--- src/rtl/axi_rd_burst_master_pkg.sv ---
// Shared definitions for the DDR2 AXI read path: FSM state encoding, AXI response codes
// and the DDR row size helper.
package axi_rd_burst_master_pkg;

   typedef enum logic [2:0] {
      ST_IDLE,
      ST_CALC,
      ST_AR,
      ST_R,
      ST_DONE
   } rd_state_e;

   localparam logic [1:0] RESP_OKAY   = 2'b00;
   localparam logic [1:0] RESP_EXOKAY = 2'b01;
   localparam logic [1:0] RESP_SLVERR = 2'b10;
   localparam logic [1:0] RESP_DECERR = 2'b11;

   // A DDR row spans 2**col_bits beats.
   function automatic int row_beats(input int col_bits);
      return 1 << col_bits;
   endfunction

endpackage

--- src/rtl/axi_burst_split.sv ---
// Burst sizing: the largest burst that fits the remaining length, the burst limit and the
// space left in the current DDR row.
module axi_burst_split
   import axi_rd_burst_master_pkg::*;
#(
   parameter int LEN_WIDTH = 16,
   parameter int MAX_BURST = 8,
   parameter int COL_BITS  = 10
) (
   input  logic [LEN_WIDTH-1:0] remain,
   input  logic [COL_BITS-1:0]  col_offset,
   output logic [8:0]           beats
);

   localparam int ROW_BEATS = row_beats(COL_BITS);
   localparam int CW0       = (LEN_WIDTH > COL_BITS + 1) ? LEN_WIDTH : COL_BITS + 1;
   localparam int CW        = (CW0 > 9) ? CW0 : 9;

   logic [CW-1:0] rem_w;
   logic [CW-1:0] space_w;
   logic [CW-1:0] min_w;

   always_comb begin
      rem_w   = CW'(remain);
      space_w = CW'(ROW_BEATS) - CW'(col_offset);
      min_w   = CW'(MAX_BURST);
      if (rem_w < min_w) begin
         min_w = rem_w;
      end
      if (space_w < min_w) begin
         min_w = space_w;
      end
   end

   assign beats = 9'(min_w);

endmodule

--- src/rtl/axi_rd_burst_master.sv ---
// AXI4 read master for the DDR2 user side: splits one user read into row-safe bursts,
// one outstanding at a time, and returns data with backpressure plus a done/error status.
module axi_rd_burst_master
   import axi_rd_burst_master_pkg::*;
#(
   parameter int ADDR_WIDTH = 26,
   parameter int DATA_WIDTH = 32,
   parameter int LEN_WIDTH  = 16,
   parameter int MAX_BURST  = 8,
   parameter int COL_BITS   = 10
) (
   input  logic                  clk,
   input  logic                  rst,
   input  logic                  rd_req,
   input  logic [ADDR_WIDTH-1:0] rd_addr,
   input  logic [LEN_WIDTH-1:0]  rd_len,
   output logic                  rd_ready,
   output logic [DATA_WIDTH-1:0] rd_data,
   output logic                  rd_data_valid,
   input  logic                  rd_data_ready,
   output logic                  rd_data_last,
   output logic                  rd_done,
   output logic                  rd_err,
   output logic                  axi_arvalid,
   input  logic                  axi_arready,
   output logic [ADDR_WIDTH-1:0] axi_araddr,
   output logic [7:0]            axi_arlen,
   input  logic                  axi_rvalid,
   output logic                  axi_rready,
   input  logic [DATA_WIDTH-1:0] axi_rdata,
   input  logic [1:0]            axi_rresp,
   input  logic                  axi_rlast
);

   rd_state_e state, state_nxt;

   logic [ADDR_WIDTH-1:0] cur_addr;
   logic [LEN_WIDTH-1:0]  remain;
   logic [8:0]            beats;
   logic [8:0]            split_beats;
   logic [7:0]            beat_cnt;
   logic                  err;
   logic                  beat_xfer;
   logic                  last_beat;
   logic                  final_burst;

   axi_burst_split #(
      .LEN_WIDTH (LEN_WIDTH),
      .MAX_BURST (MAX_BURST),
      .COL_BITS  (COL_BITS)
   ) u_split (
      .remain     (remain),
      .col_offset (cur_addr[COL_BITS-1:0]),
      .beats      (split_beats)
   );

   assign rd_ready      = (state == ST_IDLE);
   assign axi_rready    = (state == ST_R) && rd_data_ready;
   assign rd_data_valid = (state == ST_R) && axi_rvalid;
   assign rd_data       = axi_rdata;
   assign beat_xfer     = rd_data_valid && rd_data_ready;
   assign last_beat     = (beat_cnt == 8'd0);
   assign final_burst   = (remain == LEN_WIDTH'(beats));
   assign rd_data_last  = rd_data_valid && last_beat && final_burst;

   always_ff @(posedge clk or posedge rst) begin
      if (rst) begin
         state <= ST_IDLE;
      end else begin
         state <= state_nxt;
      end
   end

   always_comb begin
      state_nxt = state;
      case (state)
         ST_IDLE: begin
            if (rd_req) begin
               state_nxt = (rd_len == '0) ? ST_DONE : ST_CALC;
            end
         end
         ST_CALC: state_nxt = ST_AR;
         ST_AR: begin
            if (axi_arready) begin
               state_nxt = ST_R;
            end
         end
         ST_R: begin
            if (beat_xfer && last_beat) begin
               state_nxt = final_burst ? ST_DONE : ST_CALC;
            end
         end
         ST_DONE: state_nxt = ST_IDLE;
         default: state_nxt = ST_IDLE;
      endcase
   end

   // Error is sticky across all bursts of a request and only cleared on a new accept.
   always_ff @(posedge clk or posedge rst) begin
      if (rst) begin
         cur_addr    <= '0;
         remain      <= '0;
         beats       <= '0;
         beat_cnt    <= '0;
         err         <= 1'b0;
         axi_arvalid <= 1'b0;
         axi_araddr  <= '0;
         axi_arlen   <= '0;
         rd_done     <= 1'b0;
         rd_err      <= 1'b0;
      end else begin
         rd_done <= 1'b0;
         case (state)
            ST_IDLE: begin
               if (rd_req) begin
                  cur_addr <= rd_addr;
                  remain   <= rd_len;
                  err      <= 1'b0;
               end
            end
            ST_CALC: begin
               beats       <= split_beats;
               axi_araddr  <= cur_addr;
               axi_arlen   <= 8'(split_beats - 9'd1);
               axi_arvalid <= 1'b1;
            end
            ST_AR: begin
               if (axi_arready) begin
                  axi_arvalid <= 1'b0;
                  beat_cnt    <= 8'(beats - 9'd1);
               end
            end
            ST_R: begin
               if (beat_xfer) begin
                  err <= err | (axi_rresp != RESP_OKAY) | (axi_rlast != last_beat);
                  if (last_beat) begin
                     remain   <= remain - LEN_WIDTH'(beats);
                     cur_addr <= cur_addr + ADDR_WIDTH'(beats);
                  end else begin
                     beat_cnt <= beat_cnt - 8'd1;
                  end
               end
            end
            ST_DONE: begin
               rd_done <= 1'b1;
               rd_err  <= err;
            end
            default: ;
         endcase
      end
   end

endmodule

--- config.mk ---
export PLATFORM = sky130hd
export DESIGN_NAME = axi_rd_burst_master
export DESIGN_NICKNAME = d
export VERILOG_FILES = /design/src/rtl/axi_rd_burst_master_pkg.sv /design/src/rtl/axi_burst_split.sv /design/src/rtl/axi_rd_burst_master.sv
export SDC_FILE = /design/constraint.sdc
export NUM_CORES = 1
export LEC_CHECK = 0
export ABC_AREA = 0
export CORE_ASPECT_RATIO = 0.9
export CORE_MARGIN = 4
export CORE_UTILIZATION = 30
export DETAILED_ROUTE_END_ITERATION = 10
export HOLD_SLACK_MARGIN = 0.05
export PLACE_DENSITY = 0.5
export SLEW_MARGIN = 20
export SYNTH_ARGS = -nofsm -noshare
export SYNTH_HDL_FRONTEND = slang
export SYNTH_SLANG_ARGS = --single-unit
--- constraint.sdc ---
create_clock -name clk -period 6.3 [get_ports clk]
set_clock_uncertainty 0.05 [all_clocks]
set_input_delay 0.945 -clock clk [delete_from_list [all_inputs] [get_ports clk]]
set_output_delay 0.945 -clock clk [all_outputs]
set_load 0.01 [all_outputs]
==> flow_summary.yaml <==
final_layout:
  final_cell_mix: "nand2_1 (148), dfrtp_1 (100), clkdlybuf4s50_1 (91)"
  final_area_mm2: 0.00803
  stdcell_count: 1156
  n_antenna_cell: 0
  drive_gt1_frac: 0.0659
  final_common_cell: "nand2_1"
  nets: 976
  syn_to_final_growth_pct: 18.6
setup_path:
  cp.depth: 17
  reg2reg_depth: 17
  cp_data_required_time_ns: 6.53
  crit_start: "cur_addr[1]"
  critical_path_buf_inv_count: 1
  rr_endpoint: "axi_arlen[4]"
  worstPathArrival_ns: 4.49
  critical_path_class: "reg2reg"
  path_cells: "inv_1 -> ha_1 -> nand2_1 -> nor3_1 -> xnor2_1 -> ha_1 -> nand3_1 -> nor3_1 -> o21ai_0 -> o221ai_2 -> mux2_2 -> ha_1 -> nand2_1 -> o21ai_0 -> a21oi_1 -> a21oi_1 -> o21ai_0"
  endpoint: "axi_arlen[4]"
  critical_path.top_delay_family: "compound AO/OA/AOI/OAI gates"
  slowest_stage: "o221ai_2"
  ff2ff_setup_slack_ns: 2.04
  endpoint_kind: "flop"
  max_stage_delay_ns: 0.71
  r2r-start: "cur_addr[1]"
  cp-start-kind: "flop"
  cp_max_fo: 17
clocking:
  clock_latency_ns: 0.35
  cts_buffers: 9
  root_buffer: "clkbuf_16"
  cts_hold_buf: 0
  post_cts_buffers: 0
  ctsLongestPathBuffers: 2
  cts_resized: 0
  cts_tree: "built"
  clock_sinks: 100
  cts.clk_slew.worst_paths_ns: 0.08
  ctsHtreeMaxLevel: 3
route:
  drt-initial-drc-count: 434
  ant_nets: 0
  dr.pass1.iters: 4
  dr_total_vias: 5979
  wire_per_inst_um: 16.8
  drt_wl_total_um: 19400
  via_per_inst: 5.17
  drcViolationCount: 0
synthesis:
  yosysWarnings: 0
  synthArstFlopShare: 1.00
  synth.avg_cell_area_um2: 8.29
  synthCells: 817
  synth_area_mm2: 0.00677
  synth_edf_count: 0
  synth_cell_types: 79
  synth_top_flop_cell: "dfrtp_1"
  yosysSeqAreaShare: 0.370
  ys_ff_latch: 100
timing:
  rsz0062_at_grt: "false"
  timing.final.crit_share: 0.676
  fin_crit_ns: 4.26
  finalMaxSlewViolations: 0
  fin_hold_ws_ns: 0.423
  fmax_mhz: 235
  worst_pin_slew_ns: 1.01
  finalSetupViolations: 0
  slew_headroom: 0.327
  setup_tns_ns: 0
  finalHoldViolCount: 0
floorplan:
  dieArea_mm2: 0.0250
  die_w_um: 166
  ios: 156
  core-area_mm2: 0.0219
  die_h_um: 151
  start_util: 0.309
  rows: 51
grt:
  grt_max_degree: 67
  grt_pass1_wl_um: 31400
  grt_pass1_vias: 5702
  track_usage: 0.155
  grt_overflow: 0
  antenna_found_initial: 0
pwr:
  power_density_mw_per_mm2: 426
  irDropWorstVdd_uv: 140
  p_leak_nw: 3.46
placement:
  place_area_mm2: 0.00771
  dpl.hpwl_um: 14300
  dp_cells: 1140
  gp_congestion: 0.805
  io_buffers: 91
hold_path:
  hold_path_class: "reg2reg"
  hold_path_depth: 2
status:
  status: "finished, final reports clean"
flow_run:
  maxCapViolCount: 0
## worst min-delay path by stage
stage	from	end	slack (ns)
2_1_floorplan	cur_addr[19]	axi_araddr[19]	0.40
3_3_place_gp	axi_araddr[23]	axi_araddr[23]	0.41
3_5_place_dp	axi_araddr[18]	axi_araddr[18]	0.41
4_1_cts	axi_araddr[18]	axi_araddr[18]	0.43
5_1_grt	axi_araddr[5]	axi_araddr[5]	0.45
6_report	axi_araddr[18]	axi_araddr[18]	0.42
## cell usage after synthesis (18+ instances only)
master      n  share of area
a21oi_1    66          0.049
buf_4      34          0.038
clkbuf_1   29          0.016
dfrtp_1   100           0.37
ha_1       31          0.057
inv_1      26          0.014
nand2_1   148          0.082
nor2_1     62          0.034
nor3_1     27          0.020
nor4_1     18          0.017
o21ai_0    47          0.035
xnor2_1    18          0.023
## registers in the layout (all words and copies together), names as in the netlist
signal and cells:
remain 16, rd_err 1, cur_addr 26, beats 9, axi_arvalid 1, state 3
beat_cnt 8, axi_arlen 8, rd_done 1, err 1, axi_araddr 26
## layer usage
metal | GRT usage | wire [µm] | vias up
li1 | - | - | 2972
met1 | 0.226 | 9740 | 2882
met2 | 0.242 | 8730 | 112
met3 | 0.0278 | 747 | 13
met4 | 0.0335 | 204 | 0
met5 | 0 | 0 | -
## through the flow
step	setup slack, ns	util	power, mW
floorplan	2.69	-	2.30
global placement	2.12	0.352	2.82
detailed placement	2.06	0.352	2.82
CTS	2.03	0.367	3.45
global route	1.58	0.367	3.73
finish	2.04	0.367	3.42
## final cells by class
cell class / count / area [µm²]
Clock buffer: 9 / 225
Clock inverter: 7 / 97.6
Fill cell: 2272 / 13900
Inverter: 26 / 100
Multi-Input combinational cell: 624 / 3770
Sequential cell: 100 / 2500
Tap cell: 291 / 364
Timing Repair Buffer: 99 / 971
## power breakdown
part           internal [mW]  switching, mW
registers              0.817          0.237
logic                  0.794          0.954
clock network          0.351          0.265
total                   1.96           1.46
## worst register-to-register path: cells and delay by family (launching register included)
kind	cells	cell delay, ns
compound gates	6	1.31
fa+ha+maj	3	0.87
simple gates	5	0.73
flops	1	0.47
mux	1	0.43
buf+inv	1	0.20
xor+xnor	1	0.12
## logic make-up (layout without fill, tap and decap cells)
family | after synthesis | count (layout) | share of synthesized area
other | 1 | 7 | 0.000554
AND/OR/NAND/NOR | 335 | 335 | 0.237
AO/OA/AOI/OAI | 216 | 216 | 0.205
flip-flops | 100 | 100 | 0.370
adder cells (fa/ha/maj) | 33 | 33 | 0.0632
buffers and inverters | 99 | 141 | 0.0789
XOR/XNOR | 22 | 22 | 0.0285
multiplexers | 11 | 11 | 0.0168
Note: power is estimated with default switching activity, not from simulation.
